### src/rtl/trigger_qualifier.sv
// Per-frame ping qualifier: counts trigger hits per FFT frame, declares a ping
// after a run of qualifying frames, then runs a capture window and a holdoff.
module trigger_qualifier #(
  parameter int unsigned MIN_HITS       = 2,
  parameter int unsigned CONSEC_FRAMES  = 2,
  parameter int unsigned CAPTURE_FRAMES = 4,
  parameter int unsigned HOLDOFF_FRAMES = 8
) (
  input  logic        clk,
  input  logic        reset,
  input  logic        Arm,
  input  logic        Trigger,
  input  logic        T_VALID,
  input  logic        T_READY,
  input  logic        T_LAST,
  output logic        Ping_Detected,
  output logic        Capture_Active,
  output logic [7:0]  Frame_Hits,
  output logic [15:0] Ping_Count,
  output logic [1:0]  State
);

  typedef enum logic [1:0] {
    IDLE    = 2'b00,
    ARMING  = 2'b01,
    CAPTURE = 2'b10,
    HOLDOFF = 2'b11
  } state_e;

  localparam logic [7:0] MIN_HITS_C = 8'(MIN_HITS);
  localparam logic [3:0] CONSEC_C   = 4'(CONSEC_FRAMES);
  localparam logic [7:0] CAPTURE_C  = 8'(CAPTURE_FRAMES);
  localparam logic [7:0] HOLDOFF_C  = 8'(HOLDOFF_FRAMES);

  state_e      state_q, state_d;
  logic [7:0]  hit_cnt_q, hit_cnt_d;
  logic [7:0]  frame_hits_q, frame_hits_d;
  logic [3:0]  run_q, run_d;
  logic [7:0]  frm_cnt_q, frm_cnt_d;
  logic [15:0] ping_cnt_q, ping_cnt_d;
  logic        ping_q, ping_d;

  logic        accept, hit, frame_end, qualify;
  logic [7:0]  hit_sum;
  logic [3:0]  run_inc;
  logic [7:0]  frm_inc;

  assign accept    = T_VALID & T_READY;
  assign hit       = accept & Trigger;
  assign frame_end = accept & T_LAST;

  // Running count including this beat's hit, so a hit on T_LAST lands in its own frame.
  assign hit_sum = (hit && hit_cnt_q != 8'hFF) ? hit_cnt_q + 8'd1 : hit_cnt_q;
  assign qualify = (hit_sum >= MIN_HITS_C);
  assign run_inc = run_q + 4'd1;
  assign frm_inc = frm_cnt_q + 8'd1;

  // NOTE: every _d gets a default before any branch so no path leaves it
  // unassigned; that is what keeps this block free of inferred latches.
  always_comb begin
    state_d      = state_q;
    hit_cnt_d    = hit_cnt_q;
    frame_hits_d = frame_hits_q;
    run_d        = run_q;
    frm_cnt_d    = frm_cnt_q;
    ping_cnt_d   = ping_cnt_q;
    ping_d       = 1'b0;

    if (accept) begin
      hit_cnt_d = hit_sum;
      if (frame_end) begin
        frame_hits_d = hit_sum;
        hit_cnt_d    = 8'd0;
      end
    end

    if (!Arm) begin
      state_d   = IDLE;
      run_d     = 4'd0;
      frm_cnt_d = 8'd0;
    end else begin
      case (state_q)
        IDLE: begin
          state_d   = ARMING;
          run_d     = 4'd0;
          frm_cnt_d = 8'd0;
        end
        ARMING: begin
          if (frame_end) begin
            if (!qualify) begin
              run_d = 4'd0;
            end else if (run_inc == CONSEC_C) begin
              state_d    = CAPTURE;
              run_d      = 4'd0;
              frm_cnt_d  = 8'd0;
              ping_d     = 1'b1;
              ping_cnt_d = ping_cnt_q + 16'd1;
            end else begin
              run_d = run_inc;
            end
          end
        end
        CAPTURE: begin
          if (frame_end) begin
            if (frm_inc == CAPTURE_C) begin
              state_d   = (HOLDOFF_FRAMES == 0) ? ARMING : HOLDOFF;
              frm_cnt_d = 8'd0;
              run_d     = 4'd0;
            end else begin
              frm_cnt_d = frm_inc;
            end
          end
        end
        HOLDOFF: begin
          if (frame_end) begin
            if (frm_inc == HOLDOFF_C) begin
              state_d   = ARMING;
              frm_cnt_d = 8'd0;
              run_d     = 4'd0;
            end else begin
              frm_cnt_d = frm_inc;
            end
          end
        end
        default: state_d = IDLE;
      endcase
    end
  end

  // NOTE: state registers use non-blocking assignments so every register
  // samples the pre-edge values, independent of statement order.
  always_ff @(posedge clk) begin
    if (reset) begin
      state_q      <= IDLE;
      hit_cnt_q    <= 8'd0;
      frame_hits_q <= 8'd0;
      run_q        <= 4'd0;
      frm_cnt_q    <= 8'd0;
      ping_cnt_q   <= 16'd0;
      ping_q       <= 1'b0;
    end else begin
      state_q      <= state_d;
      hit_cnt_q    <= hit_cnt_d;
      frame_hits_q <= frame_hits_d;
      run_q        <= run_d;
      frm_cnt_q    <= frm_cnt_d;
      ping_cnt_q   <= ping_cnt_d;
      ping_q       <= ping_d;
    end
  end

  assign Ping_Detected  = ping_q;
  assign Capture_Active = (state_q == CAPTURE);
  assign Frame_Hits     = frame_hits_q;
  assign Ping_Count     = ping_cnt_q;
  assign State          = state_q;

endmodule

### config.mk
export PLATFORM = sky130hd
export DESIGN_NAME = trigger_qualifier
export DESIGN_NICKNAME = d
export VERILOG_FILES = /design/src/rtl/trigger_qualifier.sv
export SDC_FILE = /design/constraint.sdc
export NUM_CORES = 1
export LEC_CHECK = 0
export CAP_MARGIN = 10
export CORE_ASPECT_RATIO = 2
export CORE_MARGIN = 3
export CORE_UTILIZATION = 60
export DETAILED_ROUTE_END_ITERATION = 7
export GPL_ROUTABILITY_DRIVEN = 1
export PLACE_DENSITY = 0.89
export SLEW_MARGIN = 20
export SYNTH_ARGS = -nofsm -noshare
export SYNTH_HDL_FRONTEND = slang
export SYNTH_SLANG_ARGS = --single-unit
### constraint.sdc
create_clock -name clk -period 6.03 [get_ports clk]
set_clock_uncertainty 0.1 [all_clocks]
set_input_delay 1.206 -clock clk [delete_from_list [all_inputs] [get_ports clk]]
set_output_delay 1.206 -clock clk [all_outputs]
set_load 0.02 [all_outputs]
# Word-level counts from Yosys, hierarchy flattened
# Index checks and enable logic that the tools add are counted.
# op_classes
n_addsub,4
magnitude_cmp,1
eq_ne,14
muxes,27
bitwise_logic,7
n_reduce_logical,9
# op_table
cell,count
two-way mux 8 bit,9
one-hot mux 8 bit (4 select lines),1
two-way mux 4 bit,7
adder 16 x 1 -> 16 bit (second input constant),1
adder 8 x 1 -> 8 bit (second input constant),2
one-hot mux 4 bit (4 select lines),1
AND reduction 5 bit,3
two-way mux 2 bit,7
inequality test 2 bit (second input constant),5
== test 8 x 3 -> 1 bit (second input constant),1
== test 8 x 4 -> 1 bit (second input constant),1
>= comparator 8 x 2 -> 1 bit (second input constant),1
inequality test 8 bit (second input constant),1
one-hot mux 2 bit (4 select lines),1
AND reduction 7 bit,1
OR reduction 5 bit,1
adder 4 x 1 -> 4 bit (second input constant),1
== test 2 bit (second input constant),2
== test 4 x 2 -> 1 bit (second input constant),1
inequality test 2 x 1 -> 1 bit (second input constant),2
inverter 1 bit,4
AND 1 bit,3
== test 2 x 1 -> 1 bit (second input constant),1
logical NOT 2 bit,1
other kinds (4),4
# word_totals
reg_bits,47
in_bits,7
out_inout_bits,28
elab_cells,69

# Depth between registers and ports, before layout
# Gate-level depths: netlist (run 1).
# logic_depth
depth_word,8
ltp_mapped,9
depth_no_buf,7

# Least setup slack after synthesis (run 1)
# OpenSTA, ideal clock, no wires.
# synth_path
path_type,input -> register
startpoint,in Trigger
endpoint,"reg ping_cnt_q[3], in the netlist Ping_Count[3]"
setup_time_ps,123
arrival_ps,2769
required_ps,5807
slack_ps,3038
cell_stages,6
path_buffers,0
path_cell_list,nand3_4 -> a2111o_1 -> and2_4 -> o41ai_4 -> nor3_1 -> mux2_1
# synth_via
elab_chain_len,5
# synth_lines
item,line,text
from (decl),12,"input logic Trigger,"
AND 1 bit,49,assign hit = accept & Trigger;
logical AND 1 bit,53,assign hit_sum = (hit && hit_cnt_q != 8'hFF) ? hit_cnt_q + 8'd1 : hit_cnt_q;
two-way mux 8 bit,53,
>= comparator 8 x 2 -> 1 bit,54,assign qualify = (hit_sum >= MIN_HITS_C);
AND reduction 5 bit (no source line),--,
to (signal assigned),147,ping_cnt_q <= ping_cnt_d;
to (decl),40,"logic [15:0] ping_cnt_q, ping_cnt_d;"
# Every way passes these cells.
# A chain may end at the register's enable or synchronous reset.

# Final worst setup path (run 1)
# layout_path
startpoint,in T_LAST
endpoint,"reg ping_cnt_q[8], in the netlist Ping_Count[8]"
# layout_via
elab_chain_len,2
# layout_lines
item,line,text
from (decl),15,"input logic T_LAST,"
AND 1 bit,50,assign frame_end = accept & T_LAST;
AND reduction 5 bit (no source line),--,
# Every way passes these cells.

==> results of run 1 <==
## power by group through the flow
stage | combinational, mW | sequential [mW] | clock, mW
after floorplan | 0.125 | 0.339 | 0
after global placement | 0.175 | 0.333 | 0
after detailed placement | 0.182 | 0.334 | 0
after CTS | 0.183 | 0.327 | 0.188
after global routing | 0.200 | 0.329 | 0.198
final | 0.186 | 0.327 | 0.183
## routing by layer
metal  up-vias  global-route usage, %
met5         -                      0
li1       1351                      -
met3        30                   4.30
met2       116                   46.8
met4         0                   13.9
met1      1297                   26.2
## state kept, by name, indices dropped and copies added (netlist names)
| name | flops |
|---|---|
| Frame_Hits | 8 |
| Ping_Count | 16 |
| Ping_Detected | 1 |
| State | 2 |
| frm_cnt_q | 8 |
| hit_cnt_q | 8 |
| run_q | 4 |
## per-stage QoR
stage          utilization [%]  worst slack (ps)  area (sq um)  hold slack (ps)  total power [mW]
2_1_floorplan                -              3040          2880              379             0.464
3_3_place_gp              68.9              2020          3200              354             0.509
3_5_place_dp              68.9              1970          3200              361             0.516
4_1_cts                   70.6              2270          3280              373             0.698
5_1_grt                   70.6              2020          3280              397             0.727
6_report                  70.6              2230          3280              372             0.696
## cell families (layout without fill, tap and decap cells)
family / count (synthesis) / in the layout / synth area share, %
fa+ha+maj: 9 / 9 / 3.91
buf+inv: 27 / 53 / 4.69
xor+xnor: 6 / 6 / 2.09
simple gates: 167 / 167 / 31.6
mux: 14 / 14 / 5.39
flops: 47 / 47 / 32.7
compound gates: 79 / 79 / 19.7
## worst max path at each step
| stage | start | end | slack (ps) | cells past startpoint |
|---|---|---|---|---|
| detailed placement | T_LAST | Ping_Count[12]$_SDFFE_PP0P_ | 1970 | 6 |
| floorplan | Trigger | Ping_Count[3]$_SDFFE_PP0P_ | 3040 | 6 |
| global placement | T_LAST | Ping_Count[10]$_SDFFE_PP0P_ | 2020 | 6 |
| global route | T_READY | Ping_Count[12]$_SDFFE_PP0P_ | 2020 | 6 |
| CTS | T_LAST | Ping_Count[10]$_SDFFE_PP0P_ | 2270 | 6 |
| finish | T_LAST | Ping_Count[8]$_SDFFE_PP0P_ | 2230 | 6 |
## cells in the final DEF, fill, tap and decap left out, types with 11 or more instances in the layout
cell type,count
dfxtp_1,47
nor2_1,35
clkdlybuf4s50_1,34
nand2_1,32
a21oi_1,24
nand3_1,21
nor3_1,15
o21ai_0,11
nor2b_1,11
## cell type report
cell class | count | area (sq um) | share of cell area, %
tap | 55 | 68.8 | 2.10
sequential | 47 | 941 | 28.7
timing repair buffer | 35 | 348 | 10.6
clock inverter | 1 | 5.00 | 0.153
multi-input combinational | 275 | 1800 | 55.0
inverter | 10 | 37.5 | 1.14
clock buffer | 7 | 76.3 | 2.33
## worst reg2reg max path, stage by stage, from the launching register on
cell and delay, ps:
dfxtp_1 430, ha_1 320, nand2_1 150, a2111o_1 440, a21oi_1 190, nand4_1 450, and3_1 380, a211oi_1 220
==> results.sh, run 1 <==
export IMPL_cts_tree="yes"
export IMPL_dr_pass1_iters=5
export IMPL_synth_area_sq_mm=0.00288
export IMPL_r2r_start="hit_cnt_q[0]$_SDFFE_PP0N_"
export IMPL_wl_per_cell_microns=16.3
export IMPL_stdcell_count=430
export IMPL_r2r_slack_ps=3270
export IMPL_crit_path_max_fanout=18
export IMPL_ctsResizeCount=0
export IMPL_power_frac_comb_pct=26.8
export IMPL_synth_edff_count=0
export IMPL_critPathTopFamily="simple AND/OR/NAND/NOR gates"
export IMPL_finalHoldViolations=0
export IMPL_io_pins=35
export IMPL_ys_ff_latch=47
export IMPL_numPortBuffers=34
export IMPL_outcome="completed"
export IMPL_synth_cell_types=63
export IMPL_critPathMaxStageDelay_ps=680
export IMPL_relSlewSlack_pct=48.5
export IMPL_nFillCells=401
export IMPL_num_vias=2794
export IMPL_pwr_share_clk_pct=26.2
export IMPL_drc=0
export IMPL_arrival_ps=3890
export IMPL_ant_nets=0
export IMPL_period_needed_ps=3800
export IMPL_synth_nets=365
export IMPL_peakVddDrop_mv=0.195
export IMPL_place_congestion=0.880
export IMPL_r2r_end="State[1]$_SDFFE_PP0P_"
export IMPL_grt_pass1_wl_microns=11600
export IMPL_wl_microns=7010
export IMPL_setup_viol=0
export IMPL_ys_seq_area_share_pct=32.7
export IMPL_start_util_pct=62.0
export IMPL_drt_met1_wl_microns=2520
export IMPL_syn_area_per_cell_sq_um=8.25
export IMPL_wl_met2_microns=3820
export IMPL_synthArstFlopShare_pct=0
export IMPL_drv_slew=0
export IMPL_dp_cells=422
export IMPL_crit_chain="clkdlybuf4s50_1, and3_1, nand2_1, nor4_1, and4_1, mux2_2"
export IMPL_criticalPathCategory="in -> reg"
export IMPL_fin_crit_sh_pct=63.0
export IMPL_grt_pass1_vias=2720
export IMPL_hold_buffers=0
export IMPL_drive_gt1_share_pct=8.27
export IMPL_tightest_slew_ps=765
export IMPL_grtUsageTotal_pct=26.1
export IMPL_endpoint_kind="flip-flop"
export IMPL_via_per_inst=6.50
export IMPL_whs_endpoint="Frame_Hits[7]$_SDFFE_PP0P_"
export IMPL_root_buffer="clkbuf_8"
export IMPL_clock_path_buffers=2
export IMPL_clock_sinks=47
export IMPL_numCtsBuffers=5
export IMPL_cp_slowest_cell="nor4_1"
export IMPL_drt_initial_drc_count=107
export IMPL_r2r_cells=7
export IMPL_synthesis_instances=349
export IMPL_p_seq_share_pct=47.0
export IMPL_crit_required_ps=6120
export IMPL_grt_start_max_net_pins=47
export IMPL_holdPathStages=2
export IMPL_globalRouteOverflowTotal=0
export IMPL_fp_dieW_microns=55.0
export IMPL_p_sw_share_pct=33.8
export IMPL_clock_latency_ps=300
export IMPL_p_switching_mw=0.235
export IMPL_core_area_sq_mm=0.00464
export IMPL_synth_area_leader_cell="dfxtp_1"
export IMPL_row_count=35
export IMPL_n_antenna_cell=0
export IMPL_yosysMostFrequentCell="dfxtp_1"
export IMPL_p_int_mw=0.461
export IMPL_post_cts_buffers=0
export IMPL_synth_top_area_share_pct=32.7
export IMPL_h_tree_depth=2
export IMPL_synthTopCellsByArea="dfxtp_1 33%, nor2_1 4.6%, a21oi_1 4.2%, nand2_1 4.2%, ha_1 3.9%"
export IMPL_synth_ff_type="dfxtp_1"
export IMPL_worstHoldPathType="reg -> reg"
export IMPL_cp_num_buf_inv=1
export IMPL_p_per_area_mw_per_mm2=212
export IMPL_hp_start="Frame_Hits[7]$_SDFFE_PP0P_"
export IMPL_hpwlAfterDp_microns=5210
export IMPL_grt_antenna_before_repair=0
export IMPL_wl_met3_microns=328
export IMPL_maxCapViolations=0
export IMPL_grt_setup_unrepaired="no"
export IMPL_yosys_warnings=0
export IMPL_setup_tns_ps=0
export IMPL_top_layer_used="met4"
export IMPL_die_y_microns=104
export IMPL_cp_start_kind="primary input"
export IMPL_path_clk_slew_ps=90
export IMPL_max_freq_mhz=263
export IMPL_p_leak_nw=1.15
export IMPL_final_nets=390
export IMPL_yosys_top_cells_count="47 x dfxtp_1, 35 x nor2_1, 32 x nand2_1"
export IMPL_syn_to_final_growth_pct=13.9
export IMPL_die_area_sq_mm=0.00572
No activity file was read; power rests on OpenSTA's default activity.
==> run 2: changes to the inputs <==
--- a/config.mk
+++ b/config.mk
@@ -8,10 +8,10 @@
 export CAP_MARGIN = 10
 export CORE_ASPECT_RATIO = 2
 export CORE_MARGIN = 3
-export CORE_UTILIZATION = 60
+export CORE_UTILIZATION = 56
 export DETAILED_ROUTE_END_ITERATION = 7
 export GPL_ROUTABILITY_DRIVEN = 1
-export PLACE_DENSITY = 0.89
+export PLACE_DENSITY = 0.84
 export SLEW_MARGIN = 20
 export SYNTH_ARGS = -nofsm -noshare
 export SYNTH_HDL_FRONTEND = slang
==> constraint.sdc (replaced) <==
create_clock -name clk -period 3.6 [get_ports clk]
set_clock_uncertainty 0.1 [all_clocks]
set_input_delay 0.72 -clock clk [delete_from_list [all_inputs] [get_ports clk]]
set_output_delay 0.72 -clock clk [all_outputs]
set_load 0.02 [all_outputs]
==> run 2 against run 1 <==
Against the previous run:
- first-iteration DRC count up 37%
- total power grew 81%
- flip-flop and latch count is the same
- critical path type unchanged
- highest routed layer unchanged
==> results.sh, run 2 (same netlist as run 1, synthesis figures left out) <==
export IMPL_outcome="completed"
export IMPL_holdPathStages=2
export IMPL_io_pins=35
export IMPL_clock_path_buffers=2
export IMPL_cp_slowest_cell="clkdlybuf4s50_1"
export IMPL_p_per_area_mw_per_mm2=377
export IMPL_largest_register_ffs=16
export IMPL_final_common_cell="dfxtp_1"
export IMPL_tightest_slew_ps=667
export IMPL_ctsResizeCount=0
export IMPL_syn_to_final_growth_pct=16.0
export IMPL_p_int_mw=0.862
export IMPL_wl_per_cell_microns=16.1
export IMPL_fp_dieW_microns=56.7
export IMPL_p_leak_nw=1.19
export IMPL_r2r_cells=7
export IMPL_core_area_sq_mm=0.00491
export IMPL_cts_tree="yes"
export IMPL_clock_latency_ps=300
export IMPL_hold_buffers=0
export IMPL_p_sw_share_pct=31.6
export IMPL_cp_start_kind="primary input"
export IMPL_path_clk_slew_ps=90
export IMPL_power_frac_comb_pct=24.3
export IMPL_ant_nets=0
export IMPL_arrival_ps=3110
export IMPL_dr_pass1_iters=4
export IMPL_setup_slack_ps=606
export IMPL_worstHoldPathType="reg -> reg"
export IMPL_drt_initial_drc_count=147
export IMPL_setup_tns_ps=0
export IMPL_setup_viol=0
export IMPL_start_util_pct=58.6
export IMPL_crit_required_ps=3720
export IMPL_dp_slack_ps=310
export IMPL_root_buffer="clkbuf_8"
export IMPL_row_count=36
export IMPL_grtUsageTotal_pct=24.2
export IMPL_fin_crit_sh_pct=83.2
export IMPL_crit_path_max_fanout=11
export IMPL_n_antenna_cell=0
export IMPL_grt_setup_unrepaired="no"
export IMPL_p_seq_share_pct=43.4
export IMPL_final_cell_mix="47 x dfxtp_1, 35 x nor2_1, 34 x clkdlybuf4s50_1"
export IMPL_pwr_share_clk_pct=32.3
export IMPL_p_switching_mw=0.398
export IMPL_via_per_inst=6.27
export IMPL_utilization_pct=68.0
export IMPL_num_vias=2728
export IMPL_post_cts_buffers=0
export IMPL_maxCapViolations=0
export IMPL_finalHoldViolations=0
export IMPL_clock_sinks=47
export IMPL_grt_start_max_net_pins=37
export IMPL_wl_microns=7020
export IMPL_place_congestion=0.917
export IMPL_crit_chain="clkdlybuf4s50_1, nand3_4, a2111o_1, a21oi_1, nand4_1, and3_1, a211oi_1"
export IMPL_numCtsBuffers=5
export IMPL_max_freq_mhz=334
export IMPL_numPortBuffers=34
export IMPL_drive_gt1_share_pct=9.52
export IMPL_criticalPathCategory="in -> reg"
export IMPL_relSlewSlack_pct=55.4
export IMPL_drv_slew=0
export IMPL_globalRouteOverflowTotal=0
export IMPL_hold_slack_ps=375
export IMPL_hpwlAfterDp_microns=5340
export IMPL_period_needed_ps=2990
export IMPL_grt_pass1_wl_microns=11900
export IMPL_grt_pass1_vias=2653
export IMPL_drc=0
export IMPL_final_nets=393
export IMPL_endpoint_kind="flip-flop"
export IMPL_peakVddDrop_mv=0.391
export IMPL_die_y_microns=107
export IMPL_die_area_sq_mm=0.00609
export IMPL_h_tree_depth=2
export IMPL_grt_antenna_before_repair=0
export IMPL_critPathMaxStageDelay_ps=560
run 2: critical path, delay by kind of cell:
family | cells | cell delay [ps]
AND/OR/NAND/NOR | 3 | 930
AO/OA/AOI/OAI | 3 | 890
buffers and inverters | 1 | 560
run 2: through the flow:
step	power, mW	instances	cell area [sq um]
6_report	1.26	435	3340
5_1_grt	1.32	435	3340
3_3_place_gp	0.855	427	3220
4_1_cts	1.26	435	3340
3_5_place_dp	0.863	427	3220
2_1_floorplan	0.778	349	2880
run 2: power groups by stage:
stage / Clock (mW) / Sequential [mW] / Combinational (mW)
floorplan: 0 / 0.568 / 0.210
global placement: 0 / 0.559 / 0.296
detailed placement: 0 / 0.559 / 0.303
CTS: 0.412 / 0.547 / 0.305
global route: 0.425 / 0.550 / 0.342
finish: 0.407 / 0.547 / 0.307
run 2: layer usage:
metal | global-route usage (%) | vias up | wire, microns
met4 | 11.0 | 0 | 172
met5 | 0 | - | 0
li1 | - | 1358 | -
met2 | 45.7 | 58 | 4020
met1 | 24.7 | 1299 | 2580
met3 | 4.32 | 13 | 241
run 2: worst paths after layout:
check	from	end	slack [ps]
worst min-delay path	Frame_Hits[5]$_SDFFE_PP0P_	Frame_Hits[5]$_SDFFE_PP0P_	370
worst min register to register	Frame_Hits[5]$_SDFFE_PP0P_	Frame_Hits[5]$_SDFFE_PP0P_	370
worst max register to register	hit_cnt_q[0]$_SDFFE_PP0N_	State[1]$_SDFFE_PP0P_	870
worst max-delay path	T_VALID	State[1]$_SDFFE_PP0P_	610
run 2: area by class of cell:
type	instances	area, sq um
tap	57	71.3
clock buffer	6	82.6
inverter	10	37.5
timing repair buffer	38	370
clock inverter	2	35.0
sequential	47	941
fill	397	1570
multi-input combinational	275	1800
